File: src/rtl/traffic_request_arbiter_if.sv
// Request handshake between the traffic request arbiter and the light controller.
// The arbiter (master) offers one coded request; the light controller (slave)
// answers with req_ready in the cycle it takes it.
interface traffic_request_arbiter_if;
    logic       req_valid;
    logic       req_ready;
    logic [1:0] req_code;

    modport master (
        output req_valid,
        output req_code,
        input  req_ready
    );

    modport slave (
        input  req_valid,
        input  req_code,
        output req_ready
    );
endinterface

File: src/rtl/traffic_request_arbiter.sv
// Traffic request arbiter: synchronises and debounces the four service inputs,
// keeps them as pending requests and offers the most urgent one to the light
// controller, with a cooldown between services and a left-turn starvation guard.
// Channel order everywhere: 0 emergency, 1 power, 2 pedestrian, 3 left turn.
module traffic_request_arbiter #(
    parameter int DEBOUNCE_TICKS = 4,
    parameter int COOLDOWN_TICKS = 8,
    parameter int MAX_SKIPS      = 2
) (
    input  logic                        clk,
    input  logic                        rst_n,
    input  logic                        tick,
    input  logic                        emergency_in,
    input  logic                        power_in,
    input  logic                        ped_in,
    input  logic                        left_in,
    traffic_request_arbiter_if.master   req,
    output logic [3:0]                  pending,
    output logic                        ped_wait_lamp,
    output logic [3:0]                  skip_cnt
);

    typedef enum logic [1:0] {IDLE, OFFER, COOLDOWN} state_t;

    localparam logic [7:0] DEB_LAST = 8'(DEBOUNCE_TICKS - 1);

    logic [3:0]  raw;
    logic [3:0]  sync1;
    logic [3:0]  sync2;
    logic [3:0]  deb;
    logic [7:0]  deb_cnt [4];
    logic [3:0]  deb_done;
    logic [3:0]  rise;
    logic [3:0]  pend;
    logic [3:0]  pend_next;
    logic [3:0]  skip;
    state_t      state;
    state_t      state_n;
    logic [1:0]  code;
    logic [1:0]  code_n;
    logic [15:0] cool_cnt;
    logic [15:0] cool_n;
    logic        offer_valid;
    logic        accept;
    logic        withdrawn;

    assign raw       = {left_in, ped_in, power_in, emergency_in};
    assign rise      = deb_done & sync2;
    assign accept    = offer_valid & req.req_ready;
    // A power offer whose level has dropped must not be accepted any more.
    assign withdrawn = (code == 2'd1) && !pend[1];

    // Highest-priority pending request; a starved left turn overtakes pedestrian.
    function automatic logic [1:0] best_code(input logic [3:0] p, input logic [3:0] s);
        if (p[0])                         return 2'd0;
        else if (p[1])                    return 2'd1;
        else if (p[3] && (s >= 4'(MAX_SKIPS))) return 2'd3;
        else if (p[2])                    return 2'd2;
        else                              return 2'd3;
    endfunction

    // Two-flop synchroniser on every raw input.
    always_ff @(posedge clk or negedge rst_n) begin
        if (!rst_n) begin
            sync1 <= '0;
            sync2 <= '0;
        end else begin
            sync1 <= raw;
            sync2 <= sync1;
        end
    end

    // Flags the tick on which a channel's new level has been held long enough.
    always_comb begin
        deb_done = '0;
        for (int i = 0; i < 4; i++) begin
            deb_done[i] = tick && (sync2[i] != deb[i]) && (deb_cnt[i] == DEB_LAST);
        end
    end

    // Per-channel debounce counters and accepted levels.
    always_ff @(posedge clk or negedge rst_n) begin
        if (!rst_n) begin
            deb <= '0;
            for (int i = 0; i < 4; i++) deb_cnt[i] <= '0;
        end else begin
            for (int i = 0; i < 4; i++) begin
                if (tick) begin
                    if (sync2[i] != deb[i]) begin
                        if (deb_done[i]) begin
                            deb[i]     <= sync2[i];
                            deb_cnt[i] <= '0;
                        end else begin
                            deb_cnt[i] <= deb_cnt[i] + 8'd1;
                        end
                    end else begin
                        deb_cnt[i] <= '0;
                    end
                end
            end
        end
    end

    // Sticky bits set on a debounced rise and cleared on acceptance; power follows its level.
    always_comb begin
        pend_next    = pend;
        pend_next[1] = deb_done[1] ? sync2[1] : deb[1];
        if (rise[0])                          pend_next[0] = 1'b1;
        else if (accept && (code == 2'd0))    pend_next[0] = 1'b0;
        if (rise[2])                          pend_next[2] = 1'b1;
        else if (accept && (code == 2'd2))    pend_next[2] = 1'b0;
        if (rise[3])                          pend_next[3] = 1'b1;
        else if (accept && (code == 2'd3))    pend_next[3] = 1'b0;
    end

    // Pending register and the count of pedestrian grants that bypassed a left turn.
    always_ff @(posedge clk or negedge rst_n) begin
        if (!rst_n) begin
            pend <= '0;
            skip <= '0;
        end else begin
            pend <= pend_next;
            if (!pend[3])
                skip <= '0;
            else if (accept && (code == 2'd3))
                skip <= '0;
            else if (accept && (code == 2'd2) && (skip != 4'd15))
                skip <= skip + 4'd1;
        end
    end

    // FSM state, offered code and cooldown counter.
    always_ff @(posedge clk or negedge rst_n) begin
        if (!rst_n) begin
            state    <= IDLE;
            code     <= 2'd0;
            cool_cnt <= '0;
        end else begin
            state    <= state_n;
            code     <= code_n;
            cool_cnt <= cool_n;
        end
    end

    // Next-state logic: offer, hold, preempt, withdraw and cooldown.
    always_comb begin
        state_n = state;
        code_n  = code;
        cool_n  = cool_cnt;
        case (state)
            IDLE: begin
                if (|pend) begin
                    state_n = OFFER;
                    code_n  = best_code(pend, skip);
                end
            end
            OFFER: begin
                if (accept) begin
                    if (COOLDOWN_TICKS == 0) begin
                        if (|pend_next) code_n = best_code(pend_next, skip);
                        else            state_n = IDLE;
                    end else begin
                        state_n = COOLDOWN;
                        cool_n  = '0;
                    end
                end else if (pend[0] && (code != 2'd0)) begin
                    code_n = 2'd0;
                end else if (withdrawn) begin
                    if (|pend) code_n = best_code(pend, skip);
                    else       state_n = IDLE;
                end
            end
            COOLDOWN: begin
                if (pend[0]) begin
                    state_n = OFFER;
                    code_n  = 2'd0;
                end else if (tick) begin
                    if (({1'b0, cool_cnt} + 17'd1) >= 17'(COOLDOWN_TICKS))
                        state_n = IDLE;
                    else
                        cool_n = cool_cnt + 16'd1;
                end
            end
            default: state_n = IDLE;
        endcase
    end

    // Handshake outputs derived from the current state.
    always_comb begin
        offer_valid  = (state == OFFER) && !withdrawn;
        req.req_valid = offer_valid;
        req.req_code  = code;
    end

    assign pending       = pend;
    assign ped_wait_lamp = pend[2];
    assign skip_cnt      = skip;

endmodule

File: src/flat_wrapper.sv
// flat-port wrapper written by rule: the top's interface ports become plain ports
module traffic_request_arbiter_flat 
#(
    parameter int DEBOUNCE_TICKS = 4,
    parameter int COOLDOWN_TICKS = 8,
    parameter int MAX_SKIPS      = 2
)
  (clk, rst_n, tick, emergency_in, power_in, ped_in, left_in, pending, ped_wait_lamp, skip_cnt, req_req_valid, req_req_code, req_req_ready);
  traffic_request_arbiter_if req_i ();
  input  logic clk;
  input  logic rst_n;
  input  logic tick;
  input  logic emergency_in;
  input  logic power_in;
  input  logic ped_in;
  input  logic left_in;
  output logic [3:0] pending;
  output logic ped_wait_lamp;
  output logic [3:0] skip_cnt;
  output wire logic [$bits(req_i.req_valid)-1:0] req_req_valid;
  output wire logic [$bits(req_i.req_code)-1:0] req_req_code;
  input wire logic [$bits(req_i.req_ready)-1:0] req_req_ready;
  assign req_req_valid = req_i.req_valid;
  assign req_req_code = req_i.req_code;
  assign req_i.req_ready = req_req_ready;
  traffic_request_arbiter #(.DEBOUNCE_TICKS(DEBOUNCE_TICKS), .COOLDOWN_TICKS(COOLDOWN_TICKS), .MAX_SKIPS(MAX_SKIPS)) u_core (.clk(clk), .rst_n(rst_n), .tick(tick), .emergency_in(emergency_in), .power_in(power_in), .ped_in(ped_in), .left_in(left_in), .req(req_i), .pending(pending), .ped_wait_lamp(ped_wait_lamp), .skip_cnt(skip_cnt));
endmodule
File: config.mk
export PLATFORM = sky130hd
export DESIGN_NAME = traffic_request_arbiter_flat
export DESIGN_NICKNAME = d
export VERILOG_FILES = /design/src/rtl/traffic_request_arbiter_if.sv /design/src/rtl/traffic_request_arbiter.sv /design/src/flat_wrapper.sv
export SDC_FILE = /design/constraint.sdc
export NUM_CORES = 1
export LEC_CHECK = 0
export ABC_AREA = 1
export ABC_CLOCK_PERIOD_IN_PS = 2970
export CAP_MARGIN = 10
export CORE_UTILIZATION = 40
export DETAILED_ROUTE_END_ITERATION = 6
export SLEW_MARGIN = 20
export SYNTH_ARGS = -nofsm -noshare
export SYNTH_HDL_FRONTEND = slang
export SYNTH_SLANG_ARGS = --single-unit
File: constraint.sdc
create_clock -name clk -period 2.97 [get_ports clk]
set_input_delay 0.594 -clock clk [delete_from_list [all_inputs] [get_ports clk]]
set_output_delay 0.594 -clock clk [all_outputs]
set_load 0.01 [all_outputs]
==> flow_summary.yaml, run 1 <==
timing:
  worstMarginPinSlew_ns: 0.9017
  maxSlewViolCount: 0
  rsz0062_at_grt: "false"
  final.min_clock_period_ns: 2.437
  relSlewSlack_pct: 39.88
  setup-tns-final_ns: 0
  clock-skew-final_ns: 0.009949
  fmax_ghz: 0.4103
  fin_crit_sh_pct: 82.06
  finalSetupViolations: 0
  final_hold_viol_count: 0
yosys:
  synthCells: 473
  synth_top_area_share_pct: 45.93
  ys_warn_count: 0
  ys_types: 34
  synth_edf_count: 0
  yosys.area_share.adder_pct: 3.509
  postSynthAreaPerCell_um2: 8.293
  synth_xor_area_share_pct: 4.912
  synth_area_um2: 3923
  synth_simple_gate_area_share_pct: 23.13
  synthTopCellsByArea: "dfrtp_1 (46%), inv_1 (7.5%), nand2_1 (6.9%), nand3_1 (4.6%), xor2_1 (4.0%)"
  postSynthNetCount: 492
  synthFlopType: "dfrtp_1"
  synth-seq-cells: 72
  yosysTopAreaCell: "dfrtp_1"
  ys_async_sr_fraction_pct: 100.0
  synth_compound_area_share_pct: 13.33
  synth_mux_area_share_pct: 0
  synth_top_family_by_area: "simple AND/OR/NAND/NOR gates"
  ys_seq_area_share_pct: 45.93
floorplanning:
  die_area_um2: 10210
  die_x_um: 101.0
  io_pins: 20
  rows: 35
  start_util_pct: 41.86
  die_h_um: 101.0
  core_um2: 9371
place:
  gp_congestion: 0.8173
  placed_area_um2: 4238
  io_buffers: 19
  hpwlAfterDp_mm: 5.462
  dp_cells: 615
worst_setup_path:
  crit_type: "flip-flop to output port"
  cp_max_fo: 5
  worstSetupStartpointType: "flip-flop"
  arrival_ns: 1.84
  worst_ep_required_time_ns: 2.38
  worst_setup_path_end_kind: "output port"
grt:
  grt.overflow.total: 0
  antenna_found_initial: 0
  grt_use_total_pct: 16.38
  grt_pass1_vias: 2988
  grt_max_degree: 73
  grt_pass1_wl_mm: 13.24
clock_network:
  clock_sinks: 72
  cts_root_buf: "clkbuf_8"
  cts_resized: 0
  path_clk_slew_ns: 0.08
  htree_levels: 3
  insertion_delay_ns: 0.33
  cts_hold_buffers: 0
  cts_buffers: 9
  cts_tree: "yes"
  cts_setup_buffers: 0
  clockBufferDepth: 2
layout:
  nNetsFinal: 516
  multi_input_area_um2: 1760
  area.growth.synth_to_final_pct: 12.25
  diodes: 0
  seqCellArea_um2: 1802
  nFillCells: 940
  drive_gt1_share_pct: 10.96
  design_area_um2: 4403
  layoutNonFillerInstCount: 631
job:
  maxCapViolCount: 0
power_and_ir_drop:
  vdd_drop_max_mv: 0.2551
  p_leak_uw: 0.001926
  p_per_area_nw_per_um2: 625.8
route:
  drtAntennaViolNets: 0
  finalWirelength_mm: 7.548
  drtPass1Iterations: 4
  viasPerCell: 4.957
  wl_per_cell_um: 11.96
  drc: 0
  num_vias: 3128
  drt_iter0_markers: 147
min_path:
  hold_class: "input port to async pin"
outcome:
  status: "completed"
layout by cell type (no fill, tap or decap), drive strengths merged, types with 14 or more instances in the layout:
master,n
o22ai,17
nand2,81
inv,81
clkdlybuf4s50,18
nor2,44
nand3,39
nor3,14
xor2,18
a21oi,29
o21ai,30
dfrtp,72
kinds of logic (layout without fill, tap and decap cells):
kind of cell | Yosys count | count (layout)
AOI/OAI and AO/OA | 86 | 86
and+or+nand+nor | 192 | 192
DFF | 72 | 72
adders and majority gates | 11 | 11
xor gates and xnor gates | 22 | 22
buffers and inverters | 90 | 119
state kept, by name (all words and copies together) (netlist names):
| signal | flops |
|---|---|
| u_core.skip_cnt | 4 |
| u_core.deb_cnt | 32 |
| u_core.state | 2 |
| u_core.req.req_code | 2 |
| u_core.sync2 | 4 |
| u_core.deb | 4 |
| u_core.pending | 4 |
| u_core.sync1 | 4 |
| u_core.cool_cnt | 16 |
metrics by stage:
step	setup WS [ns]	hold WS [ns]	util [%]	power [uW]
2_1_floorplan	1.186	0.2984	-	1831
3_3_place_gp	0.7668	0.3333	45.22	2104
3_5_place_dp	0.7174	0.3363	45.22	2118
4_1_cts	0.4966	0.3544	46.98	2793
5_1_grt	0.3818	0.3632	46.98	2971
6_report	0.5327	0.3498	46.98	2756
final timing paths:
| path | depth (start not counted) | slack, ns | from | end |
|---|---|---|---|---|
| setup / recovery | 5 | 0.53 | u_core.state[1] | req_req_valid |
| hold reg to reg | 0 | 0.35 | u_core.sync1[3] | u_core.sync2[3] |
| hold / removal | 1 | 0.35 | rst_n | u_core.cool_cnt[10] |
| max in group asynchronous | 1 | 2.00 | rst_n | u_core.pending[1] |
| setup reg to reg | 14 | 0.88 | u_core.cool_cnt[0] | u_core.cool_cnt[2] |
| min in group clk | 0 | 0.35 | u_core.sync1[3] | u_core.sync2[3] |
metal layers:
layer	global-route usage, %	wire, um	vias up
li1	-	-	1609
met1	20.85	3648	1481
met2	27.87	3639	34
met3	4.577	203	4
met4	3.344	57	0
met5	0	0	-
area by class of cell:
type                       count  area share [%]
sequential                    72           40.92
multi-input combinational    311           39.98
inverter                      81           6.905
timing repair buffer          22           4.774
tap                          129           3.666
clock buffer                  11           2.984
clock inverter                 5          0.7673
critical path: stages (launching register included):
cell	delay (ns)
dfrtp_1	0.41
inv_1	0.09
ha_1	0.25
nand2_1	0.15
inv_1	0.08
clkdlybuf4s50_1	0.53
cell usage after synthesis, drive strengths merged, types with 2 or more instances:
cell type	count
o22ai	17
dfrtp	72
o21ai	30
clkbuf	6
a31oi	2
xnor2	4
a21oi	29
ha	11
buf	3
xor2	18
nor2	44
nand3	39
nor4	3
nor3	14
nand2	81
inv	81
nand4	10
o32ai	4
power breakdown:
part	switching [uW]	total, uW	internal (uW)
Sequential	127	1250	1120
Combinational	515	848	333
Clock	353	655	302
(Power assumes the default switching activity.)
==> inputs of run 2 (changes only) <==
--- a/config.mk
+++ b/config.mk
@@ -6,7 +6,7 @@
 export NUM_CORES = 1
 export LEC_CHECK = 0
 export ABC_AREA = 1
-export ABC_CLOCK_PERIOD_IN_PS = 2970
+export ABC_CLOCK_PERIOD_IN_PS = 2300
 export CAP_MARGIN = 10
 export CORE_UTILIZATION = 40
 export DETAILED_ROUTE_END_ITERATION = 6
==> constraint.sdc (replaced) <==
create_clock -name clk -period 2.3 [get_ports clk]
set_input_delay 0.46 -clock clk [delete_from_list [all_inputs] [get_ports clk]]
set_output_delay 0.46 -clock clk [all_outputs]
set_load 0.01 [all_outputs]
==> flow_summary.yaml, run 2 (same netlist as run 1, synthesis figures left out) <==
outcome:
  status: "completed"
power_and_ir_drop:
  p_sw_uw: 1320
  p_int_uw: 2426
  power.share.clock_pct: 26.6
  switching_share_pct: 35.23
  p_per_area_nw_per_um2: 834.0
  p_leak_uw: 0.001968
  seq_power_share_pct: 43.1
  pwr-share-comb_pct: 30.3
  power_uw: 3746
  vdd_drop_max_mv: 0.3568
floorplanning:
  core_um2: 9371
  die_h_um: 101.0
  rows: 35
  die_area_um2: 10210
  die_x_um: 101.0
  start_util_pct: 41.86
  io_pins: 20
timing:
  fmax_ghz: 0.4568
  worstMarginPinSlew_ns: 0.4447
  rsz0062_at_grt: "false"
  hold-worst-slack_ns: 0.05550
  final.min_clock_period_ns: 2.189
  maxSlewViolCount: 0
  clock-skew-final_ns: 0.007735
  final_hold_viol_count: 0
  finalSetupViolations: 0
  relSlewSlack_pct: 70.35
  setup-tns-final_ns: 0
  fin_crit_sh_pct: 95.17
  fin_ws_ns: 0.1110
worst_setup_path:
  path_cells: "inv_1 > ha_4 > nand2_2 > inv_1 > clkdlybuf4s50_1"
  max_stage_delay_ns: 0.53
  worst_ep_required_time_ns: 1.84
  worst_setup_path_end_kind: "output port"
  crit_slowest_cell: "clkdlybuf4s50_1"
  worstSetupStartpointType: "flip-flop"
  cp_max_fo: 5
  path_common_cell: "inv_1"
  worst-path-buf-inv: 3
  arrival_ns: 1.73
  crit_family: "buffers and inverters"
  crit_type: "flip-flop to output port"
route:
  drt_iter0_markers: 122
  drc: 0
  viasPerCell: 4.983
  drtPass1Iterations: 4
  drtAntennaViolNets: 0
  finalWirelength_mm: 7.761
  wl_per_cell_um: 12.22
  num_vias: 3164
layout:
  reg_top3: "u_core.deb_cnt: 32 flops, u_core.cool_cnt: 16 flops"
  final_cell_mix: "inv_1 (78), dfrtp_1 (72), nand2_1 (71)"
  area.growth.synth_to_final_pct: 14.51
  nNetsFinal: 520
  layoutNonFillerInstCount: 635
  largest_register_ffs: 32
  drive_gt1_share_pct: 12.25
  top_register: "u_core.deb_cnt"
  nFillCells: 927
  mostFrequentLayoutCell: "inv_1"
  diodes: 0
clock_network:
  clockBufferDepth: 2
  cts_buffers: 9
  cts_tree: "yes"
  cts_hold_buffers: 0
  insertion_delay_ns: 0.34
  htree_levels: 3
  cts_root_buf: "clkbuf_8"
  path_clk_slew_ns: 0.08
  clock_sinks: 72
place:
  hpwlAfterDp_mm: 5.801
  gp_congestion: 0.8564
  dp_slack_ns: 0.2238
  dp_cells: 618
  io_buffers: 19
grt:
  grt_max_degree: 40
  antenna_found_initial: 0
  grt_pass1_wl_mm: 13.57
  grt.overflow.total: 0
  grt_pass1_vias: 3058
  grt_use_total_pct: 17.03
job:
  maxCapViolCount: 0
min_path:
  hold_class: "input port to async pin"
==> run 2: cell types whose count changed in the layout (fill, tap and decap cells not counted), sizes merged <==
cell,before,now
inv,81,82
buf,4,8
bufinv,0,1
clkbuf,11,10
clkinvlp,2,1
==> run 2: timing repair <==
item,CTS,global route
setup endpoints to repair,1,1
gates resized for setup,1,2
setup buffers,0,1
==> run 2: cell type report <==
class / count / area [um2] / share of cell area, %
clock buffers: 10 / 127.6 / 2.841
clock inverters: 6 / 68.82 / 1.532
inverters: 81 / 304.0 / 6.769
multi-input cells: 311 / 1775 / 39.53
flip-flops and latches: 72 / 1802 / 40.11
well taps: 129 / 161.4 / 3.593
repair buffers: 26 / 252.7 / 5.627
==> run 2: stage by stage <==
step / utilization (%) / area [um2]
finish: 47.93 / 4492
global route: 47.93 / 4492
CTS: 47.72 / 4472
detailed placement: 45.59 / 4273
global placement: 45.59 / 4273
floorplan: - / 3923
==> run 2: layer usage <==
layer  share of wire, %  vias up  GRT usage, %
met4                1.1        0         5.909
met5                  0        -             0
met1                 45     1499         20.50
met3                3.1       10         4.230
li1                   -     1614             -
met2                 50       41         29.61
==> run 2: worst register-to-register path: stages, from the launching register on <==
cell     delay [ns]
dfrtp_1        0.44
ha_1           0.23
nand3_2        0.13
inv_2          0.12
nand2_4        0.07
nor2_1         0.11
nand2_1        0.06
nand2_1        0.06
nand2_1        0.06
nor2_2         0.12
nand3_2        0.11
nand2_4        0.22
nand2_2        0.10
nand2_1        0.07
nand2_1        0.05
==> run 2: worst paths after layout <==
| kind | start | to | slack, ns | cells past startpoint |
|---|---|---|---|---|
| setup reg to reg | u_core.cool_cnt[0] | u_core.cool_cnt[0] | 0.27 | 14 |
| hold reg to reg | u_core.sync1[2] | u_core.sync2[2] | 0.35 | 0 |
| max in group asynchronous | rst_n | u_core.req.req_code[1] | 1.68 | 2 |
| min in group clk | u_core.sync1[2] | u_core.sync2[2] | 0.35 | 0 |
| hold / removal | rst_n | u_core.deb_cnt[30] | 0.06 | 1 |
| setup / recovery | u_core.state[1] | req_req_valid | 0.11 | 5 |
==> run 2: power groups by stage <==
stage / registers (uW) / logic, uW / clock network [uW]
after floorplan: 1620 / 744 / 0
after global placement: 1630 / 1100 / 0
after detailed placement: 1640 / 1120 / 0
after CTS: 1610 / 1120 / 1030
after global routing: 1640 / 1290 / 1090
final: 1610 / 1130 / 997
